[src/rtl/ysyx_23060208_axi_pkg.sv]
// Shared AXI-lite definitions: response codes and read-arbiter state encodings.
package ysyx_23060208_axi_pkg;

   localparam logic [1:0] RESP_OKAY   = 2'b00;
   localparam logic [1:0] RESP_SLVERR = 2'b10;

   typedef enum logic [2:0] {
      ST_IDLE  = 3'd0,
      ST_ADDR  = 3'd1,
      ST_DATA  = 3'd2,
      ST_ERR   = 3'd3,
      ST_DRAIN = 3'd4
   } arb_state_e;

endpackage

[src/rtl/ysyx_23060208_rd_arbiter_if.sv]
// AXI-lite read channel bundle (AR + R). The master drives the request side and the slave drives the response side.
interface ysyx_23060208_rd_arbiter_if #(
   parameter int ADDR_WIDTH = 32,
   parameter int DATA_WIDTH = 32
);
   logic [ADDR_WIDTH-1:0] araddr;
   logic                  arvalid;
   logic                  arready;
   logic [DATA_WIDTH-1:0] rdata;
   logic [1:0]            rresp;
   logic                  rvalid;
   logic                  rready;

   modport master (output araddr, arvalid, rready, input arready, rdata, rresp, rvalid);
   modport slave  (input araddr, arvalid, rready, output arready, rdata, rresp, rvalid);
endinterface

[src/rtl/ysyx_23060208_rr_pick.sv]
// Two-way round-robin pick. On a tie the master that was not served last wins.
module ysyx_23060208_rr_pick (
   input  logic [1:0] req,
   input  logic       last,
   output logic       grant
);
   assign grant = (&req) ? ~last : req[1];
endmodule

[src/rtl/ysyx_23060208_rd_arbiter.sv]
// Round-robin read arbiter for IFU (m0) and LSU (m1) on one AXI-lite read slave.
// The grant stays locked from AR to R, and a watchdog answers SLVERR for a response that never arrives.
module ysyx_23060208_rd_arbiter
   import ysyx_23060208_axi_pkg::*;
#(
   parameter int ADDR_WIDTH = 32,
   parameter int DATA_WIDTH = 32,
   parameter int TIMEOUT    = 256
) (
   input  logic                              clk,
   input  logic                              rst,
   ysyx_23060208_rd_arbiter_if.slave         m0,
   ysyx_23060208_rd_arbiter_if.slave         m1,
   ysyx_23060208_rd_arbiter_if.master        s,
   output logic                              grant,
   output logic                              busy,
   output logic                              timeout
);

   localparam int CW = (TIMEOUT > 0) ? $clog2(TIMEOUT + 1) : 1;
   localparam logic [CW-1:0] CNT_MAX  = {CW{1'b1}};
   localparam logic [CW-1:0] CNT_LAST = (TIMEOUT > 0) ? CW'(TIMEOUT - 1) : '0;

   arb_state_e    state, state_d;
   logic          grant_d, last, last_d, pick;
   logic [CW-1:0] cnt, cnt_d;

   logic                  arvalid_g, rready_g, ar_fire, r_fire;
   logic [ADDR_WIDTH-1:0] araddr_g;
   logic [DATA_WIDTH-1:0] rdata_g;

   ysyx_23060208_rr_pick u_pick (
      .req   ({m1.arvalid, m0.arvalid}),
      .last  (last),
      .grant (pick)
   );

   assign arvalid_g = grant ? m1.arvalid : m0.arvalid;
   assign araddr_g  = grant ? m1.araddr  : m0.araddr;
   assign rready_g  = grant ? m1.rready  : m0.rready;
   assign rdata_g   = (state == ST_DATA) ? s.rdata : '0;
   assign ar_fire   = (state == ST_ADDR) && arvalid_g && s.arready;
   assign r_fire    = (state == ST_DATA) && s.rvalid && rready_g;
   assign busy      = (state != ST_IDLE);

   // NOTE: flops use non-blocking assignments so every register updates from pre-edge values.
   always_ff @(posedge clk) begin
      if (!rst) begin
         state <= ST_IDLE;
         grant <= 1'b0;
         last  <= 1'b1;
         cnt   <= '0;
      end else begin
         state <= state_d;
         grant <= grant_d;
         last  <= last_d;
         cnt   <= cnt_d;
      end
   end

   // NOTE: every signal written here gets a default first so no path leaves one unassigned (no latch).
   always_comb begin
      state_d = state;
      grant_d = grant;
      last_d  = last;
      cnt_d   = cnt;
      timeout = 1'b0;
      case (state)
         ST_IDLE: if (m0.arvalid || m1.arvalid) begin
            grant_d = pick;
            state_d = ST_ADDR;
         end
         ST_ADDR: if (ar_fire) begin
            cnt_d   = '0;
            state_d = ST_DATA;
         end
         ST_DATA: begin
            if (r_fire) begin
               last_d  = grant;
               state_d = ST_IDLE;
            end else begin
               // Saturating count: once past the firing point it can never wrap back onto it.
               if (cnt != CNT_MAX) cnt_d = cnt + CW'(1);
               if (TIMEOUT != 0 && cnt == CNT_LAST && !s.rvalid) begin
                  timeout = 1'b1;
                  state_d = ST_ERR;
               end
            end
         end
         ST_ERR:   if (rready_g) state_d = ST_DRAIN;
         ST_DRAIN: if (s.rvalid) begin
            last_d  = grant;
            state_d = ST_IDLE;
         end
         default:  state_d = ST_IDLE;
      endcase
   end

   always_comb begin
      s.araddr   = '0;
      s.arvalid  = 1'b0;
      s.rready   = 1'b0;
      m0.arready = 1'b0;
      m0.rdata   = '0;
      m0.rresp   = RESP_OKAY;
      m0.rvalid  = 1'b0;
      m1.arready = 1'b0;
      m1.rdata   = '0;
      m1.rresp   = RESP_OKAY;
      m1.rvalid  = 1'b0;
      case (state)
         ST_ADDR: begin
            s.araddr  = araddr_g;
            s.arvalid = arvalid_g;
            if (grant) m1.arready = s.arready;
            else       m0.arready = s.arready;
         end
         ST_DATA: begin
            s.rready = rready_g;
            if (grant) begin
               m1.rdata  = rdata_g;
               m1.rresp  = s.rresp;
               m1.rvalid = s.rvalid;
            end else begin
               m0.rdata  = rdata_g;
               m0.rresp  = s.rresp;
               m0.rvalid = s.rvalid;
            end
         end
         ST_ERR: begin
            if (grant) begin
               m1.rvalid = 1'b1;
               m1.rresp  = RESP_SLVERR;
            end else begin
               m0.rvalid = 1'b1;
               m0.rresp  = RESP_SLVERR;
            end
         end
         // The late slave beat is swallowed here; neither master sees it.
         ST_DRAIN: s.rready = 1'b1;
         default: ;
      endcase
   end

endmodule

[src/flat_wrapper.sv]
// flat-port wrapper written by rule: the top's interface ports become plain ports
module ysyx_23060208_rd_arbiter_flat import ysyx_23060208_axi_pkg::*;
#(
   parameter int ADDR_WIDTH = 32,
   parameter int DATA_WIDTH = 32,
   parameter int TIMEOUT    = 256
)
  (clk, rst, grant, busy, timeout, m0_araddr, m0_arvalid, m0_rready, m0_arready, m0_rdata, m0_rresp, m0_rvalid, m1_araddr, m1_arvalid, m1_rready, m1_arready, m1_rdata, m1_rresp, m1_rvalid, s_araddr, s_arvalid, s_rready, s_arready, s_rdata, s_rresp, s_rvalid);
  ysyx_23060208_rd_arbiter_if #(.ADDR_WIDTH(ADDR_WIDTH), .DATA_WIDTH(DATA_WIDTH)) m0_i ();
  ysyx_23060208_rd_arbiter_if #(.ADDR_WIDTH(ADDR_WIDTH), .DATA_WIDTH(DATA_WIDTH)) m1_i ();
  ysyx_23060208_rd_arbiter_if #(.ADDR_WIDTH(ADDR_WIDTH), .DATA_WIDTH(DATA_WIDTH)) s_i ();
  input  logic clk;
  input  logic rst;
  output logic grant;
  output logic busy;
  output logic timeout;
  input wire logic [$bits(m0_i.araddr)-1:0] m0_araddr;
  input wire logic [$bits(m0_i.arvalid)-1:0] m0_arvalid;
  input wire logic [$bits(m0_i.rready)-1:0] m0_rready;
  output wire logic [$bits(m0_i.arready)-1:0] m0_arready;
  output wire logic [$bits(m0_i.rdata)-1:0] m0_rdata;
  output wire logic [$bits(m0_i.rresp)-1:0] m0_rresp;
  output wire logic [$bits(m0_i.rvalid)-1:0] m0_rvalid;
  input wire logic [$bits(m1_i.araddr)-1:0] m1_araddr;
  input wire logic [$bits(m1_i.arvalid)-1:0] m1_arvalid;
  input wire logic [$bits(m1_i.rready)-1:0] m1_rready;
  output wire logic [$bits(m1_i.arready)-1:0] m1_arready;
  output wire logic [$bits(m1_i.rdata)-1:0] m1_rdata;
  output wire logic [$bits(m1_i.rresp)-1:0] m1_rresp;
  output wire logic [$bits(m1_i.rvalid)-1:0] m1_rvalid;
  output wire logic [$bits(s_i.araddr)-1:0] s_araddr;
  output wire logic [$bits(s_i.arvalid)-1:0] s_arvalid;
  output wire logic [$bits(s_i.rready)-1:0] s_rready;
  input wire logic [$bits(s_i.arready)-1:0] s_arready;
  input wire logic [$bits(s_i.rdata)-1:0] s_rdata;
  input wire logic [$bits(s_i.rresp)-1:0] s_rresp;
  input wire logic [$bits(s_i.rvalid)-1:0] s_rvalid;
  assign m0_i.araddr = m0_araddr;
  assign m0_i.arvalid = m0_arvalid;
  assign m0_i.rready = m0_rready;
  assign m0_arready = m0_i.arready;
  assign m0_rdata = m0_i.rdata;
  assign m0_rresp = m0_i.rresp;
  assign m0_rvalid = m0_i.rvalid;
  assign m1_i.araddr = m1_araddr;
  assign m1_i.arvalid = m1_arvalid;
  assign m1_i.rready = m1_rready;
  assign m1_arready = m1_i.arready;
  assign m1_rdata = m1_i.rdata;
  assign m1_rresp = m1_i.rresp;
  assign m1_rvalid = m1_i.rvalid;
  assign s_araddr = s_i.araddr;
  assign s_arvalid = s_i.arvalid;
  assign s_rready = s_i.rready;
  assign s_i.arready = s_arready;
  assign s_i.rdata = s_rdata;
  assign s_i.rresp = s_rresp;
  assign s_i.rvalid = s_rvalid;
  ysyx_23060208_rd_arbiter #(.ADDR_WIDTH(ADDR_WIDTH), .DATA_WIDTH(DATA_WIDTH), .TIMEOUT(TIMEOUT)) u_core (.clk(clk), .rst(rst), .m0(m0_i), .m1(m1_i), .s(s_i), .grant(grant), .busy(busy), .timeout(timeout));
endmodule
[config.mk]
export PLATFORM = sky130hd
export DESIGN_NAME = ysyx_23060208_rd_arbiter_flat
export DESIGN_NICKNAME = d
export VERILOG_FILES = /design/src/rtl/ysyx_23060208_axi_pkg.sv /design/src/rtl/ysyx_23060208_rd_arbiter_if.sv /design/src/rtl/ysyx_23060208_rr_pick.sv /design/src/rtl/ysyx_23060208_rd_arbiter.sv /design/src/flat_wrapper.sv
export SDC_FILE = /design/constraint.sdc
export NUM_CORES = 1
export LEC_CHECK = 0
export ABC_AREA = 1
export CAP_MARGIN = 30
export CORE_ASPECT_RATIO = 1.25
export CORE_MARGIN = 8
export CORE_UTILIZATION = 29
export DETAILED_ROUTE_END_ITERATION = 8
export PLACE_DENSITY = 0.94
export SYNTH_ARGS = -nofsm -noshare
export SYNTH_HDL_FRONTEND = slang
export SYNTH_SLANG_ARGS = --single-unit
[constraint.sdc]
create_clock -name clk -period 1.89 [get_ports clk]
set_input_delay 0.378 -clock clk [delete_from_list [all_inputs] [get_ports clk]]
set_output_delay 0.378 -clock clk [all_outputs]
set_load 0.02 [all_outputs]
==> out/summary.json <==
{
  "detail_route.first_pass.iterations": 5,
  "core_region_area_mm2": 0.00685,
  "clock_skew_ns": 0.00643,
  "grt_pass1_wl_mm": 17.5,
  "fin_ws_ns": -0.198,
  "synth-seq-cells": 14,
  "dieWidth_um": 90.6,
  "detail-route-antenna-nets": 0,
  "count_of_inserted_antenna_diode_cells": 0,
  "p_leak_nw": 2.27,
  "cts_made_buffers": 3,
  "synth.area.top_cells": "nand2_1 (22%), nor3_1 (17%), dfxtp_1 (14%)",
  "antenna_found_initial": 0,
  "slew_headroom": 0.749,
  "crit_path_max_fanout": 2,
  "cpLargestDelayFamily": "simple AND/OR/NAND/NOR gates",
  "synth.top_cell.area_share": 0.218,
  "maxSlewViolCount": 0,
  "unrepaired_setup_endpoints_after_global_routing": "yes",
  "cts_tree": "done",
  "cts.sinks": 14,
  "status": "finished with violations",
  "final.hold.worst_slack_ns": 0.500,
  "worst-endpoint-arrival_ns": 1.71,
  "cap_violations": 0,
  "cellPowerDensity_mw_per_mm2": 913,
  "die_y_um": 109,
  "clkTransAtPathRegs_ns": 0.06,
  "critical_path_buf_inv_count": 2,
  "netlist.top_cell.by_area": "nand2_1",
  "initial_utilization": 0.294,
  "finalWeightedCongestion": 0.883,
  "initialDrtViolationCount": 175,
  "route.detailed.drc": 0,
  "overall_power_consumption_w": 0.00405,
  "number_of_global_route_vias_before_repair": 3436,
  "post_route_cells_drive_above_1_share": 0.353,
  "critical-path-slowest-cell": "dfxtp_2",
  "wp_data_required_ns": 1.51,
  "cts-htree-levels": 1,
  "final_total_negative_setup_slack_ns": -0.852,
  "row_count": 34,
  "hold_viol_final": 0,
  "cts_hold_repair.buffers": 0,
  "timing.critical_path.from_type": "flop",
  "wire_per_inst_um": 17.4,
  "failed_checks": "setup timing",
  "synthToLayoutAreaGrowth_pct": 120,
  "grt_max_degree": 56,
  "timing_worst_setup_path_type": "reg -> out",
  "synth_area_mm2": 0.00202,
  "finish_stage_setup_viols": 10,
  "mostFrequentLayoutCells": "nand2_1 (113), clkdlybuf4s50_1 (105), buf_2 (67), buf_4 (62), inv_1 (49)",
  "syn_inst": 390,
  "yosys.cell_types.count": 25,
  "synth.yosys.seq_area_share": 0.139,
  "port_buffers": 214,
  "finish.net_count": 739,
  "period_minus_slack_ns": 2.09,
  "die-area_mm2": 0.00990,
  "grt.overflow.total": 0,
  "postSynthAreaPerCell_um2": 5.17,
  "crit_path_cell_trace": "ha_4, nand2_4, nor2_4, nand3_4, nor2_4, ha_4, inv_2, nor3_2, buf_4",
  "clock_insertion_delay_worst_skew_ns": 0.26,
  "max_slew.worst_pin.slew_ns": 0.376,
  "holdCritPathClass": "reg -> reg",
  "dp_hpwl_mm": 9.20,
  "critical_path.max_stage_delay_ns": 0.36,
  "ys_warn_count": 0,
  "fin_util": 0.647,
  "via_per_inst": 4.94,
  "via_count": 3550,
  "period_share": 1.10,
  "wl_mm": 12.5,
  "clock_tree.buffer_depth": 2,
  "maxClockFrequency_mhz": 479,
  "dp_slack_ns": -0.480,
  "cts_root_buffer": "clkbuf_8",
  "layout.cells.most_common": "nand2_1",
  "syn_nets": 499,
  "io_pins": 215,
  "critical_path_end_type": "output pin",
  "groute.usage.overall": 0.217,
  "peakVddDrop_uv": 747
}
==> registers in the layout (all words and copies together) (netlist names) <==
signal        count
u_core.state      3
u_core.last       1
u_core.cnt        9
u_core.grant      1
==> worst paths after layout <==
| check | cells past startpoint | endpoint | slack, ns | start |
|---|---|---|---|---|
| max | 9 | timeout | -0.20 | u_core.cnt[1] |
| min | 2 | u_core.last | 0.50 | u_core.last |
| max reg2reg | 15 | u_core.cnt[1] | -0.12 | u_core.cnt[1] |
| min reg2reg | 2 | u_core.last | 0.50 | u_core.last |
==> worst min-delay path: stages (launching register included) <==
cell     delay [ns]
dfxtp_1        0.34
a21oi_1        0.06
o21ai_0        0.07
==> cell type report <==
class                           instances  area [um^2]
Fill cell                             619         2420
Timing Repair Buffer                  260         2120
Multi-Input combinational cell        295         1650
Sequential cell                        14          285
Inverter                               56          213
Tap cell                               90          113
Clock buffer                            4         55.1
==> synth_stat cells (all sizes together) <==
cell type	number
a21oi	45
buf	15
clkbuf	11
dfxtp	14
ha	3
inv	56
nand2	122
nand3	14
nand4	2
nor2	32
nor3	69
nor3b	2
o21ai	4
o21bai	1
==> report_power, final <==
part	switching, W	total (W)	internal (W)
combinational	0.00210	0.00336	0.00127
clock	0.000117	0.000302	0.000185
sequential	0.0000432	0.000381	0.000338
total	0.00226	0.00405	0.00179
==> stage by stage <==
stage | cells | cell area (um^2)
final | 719 | 4430
after detailed placement | 708 | 4530
after CTS | 713 | 4600
after global routing | 719 | 4430
after floorplan | 390 | 2020
after global placement | 708 | 4530
==> logic make-up after synthesis <==
kind of cell | count (synthesis) | synth area share
simple gates | 241 | 0.547
buf+inv | 82 | 0.168
compound gates | 50 | 0.127
flops | 14 | 0.139
fa+ha+maj | 3 | 0.0186
==> per-layer routing <==
layer | wire [um] | share of wire | GRT usage
met1 | 4660 | 0.37 | 0.227
met2 | 6790 | 0.54 | 0.419
met3 | 695 | 0.056 | 0.0379
met4 | 348 | 0.028 | 0.0882
met5 | 0 | 0 | 0
==> repair_timing <==
action / 4_1_cts / 5_1_grt
setup buffers: 0 / 4
resized for setup: 405 / 160
endpoints found under the hold margin: 0 / 0
endpoints found under the setup margin: 117 / 114
pin swaps: 8 / 10
cloned: 1 / 2
(Power assumes the default switching activity.)
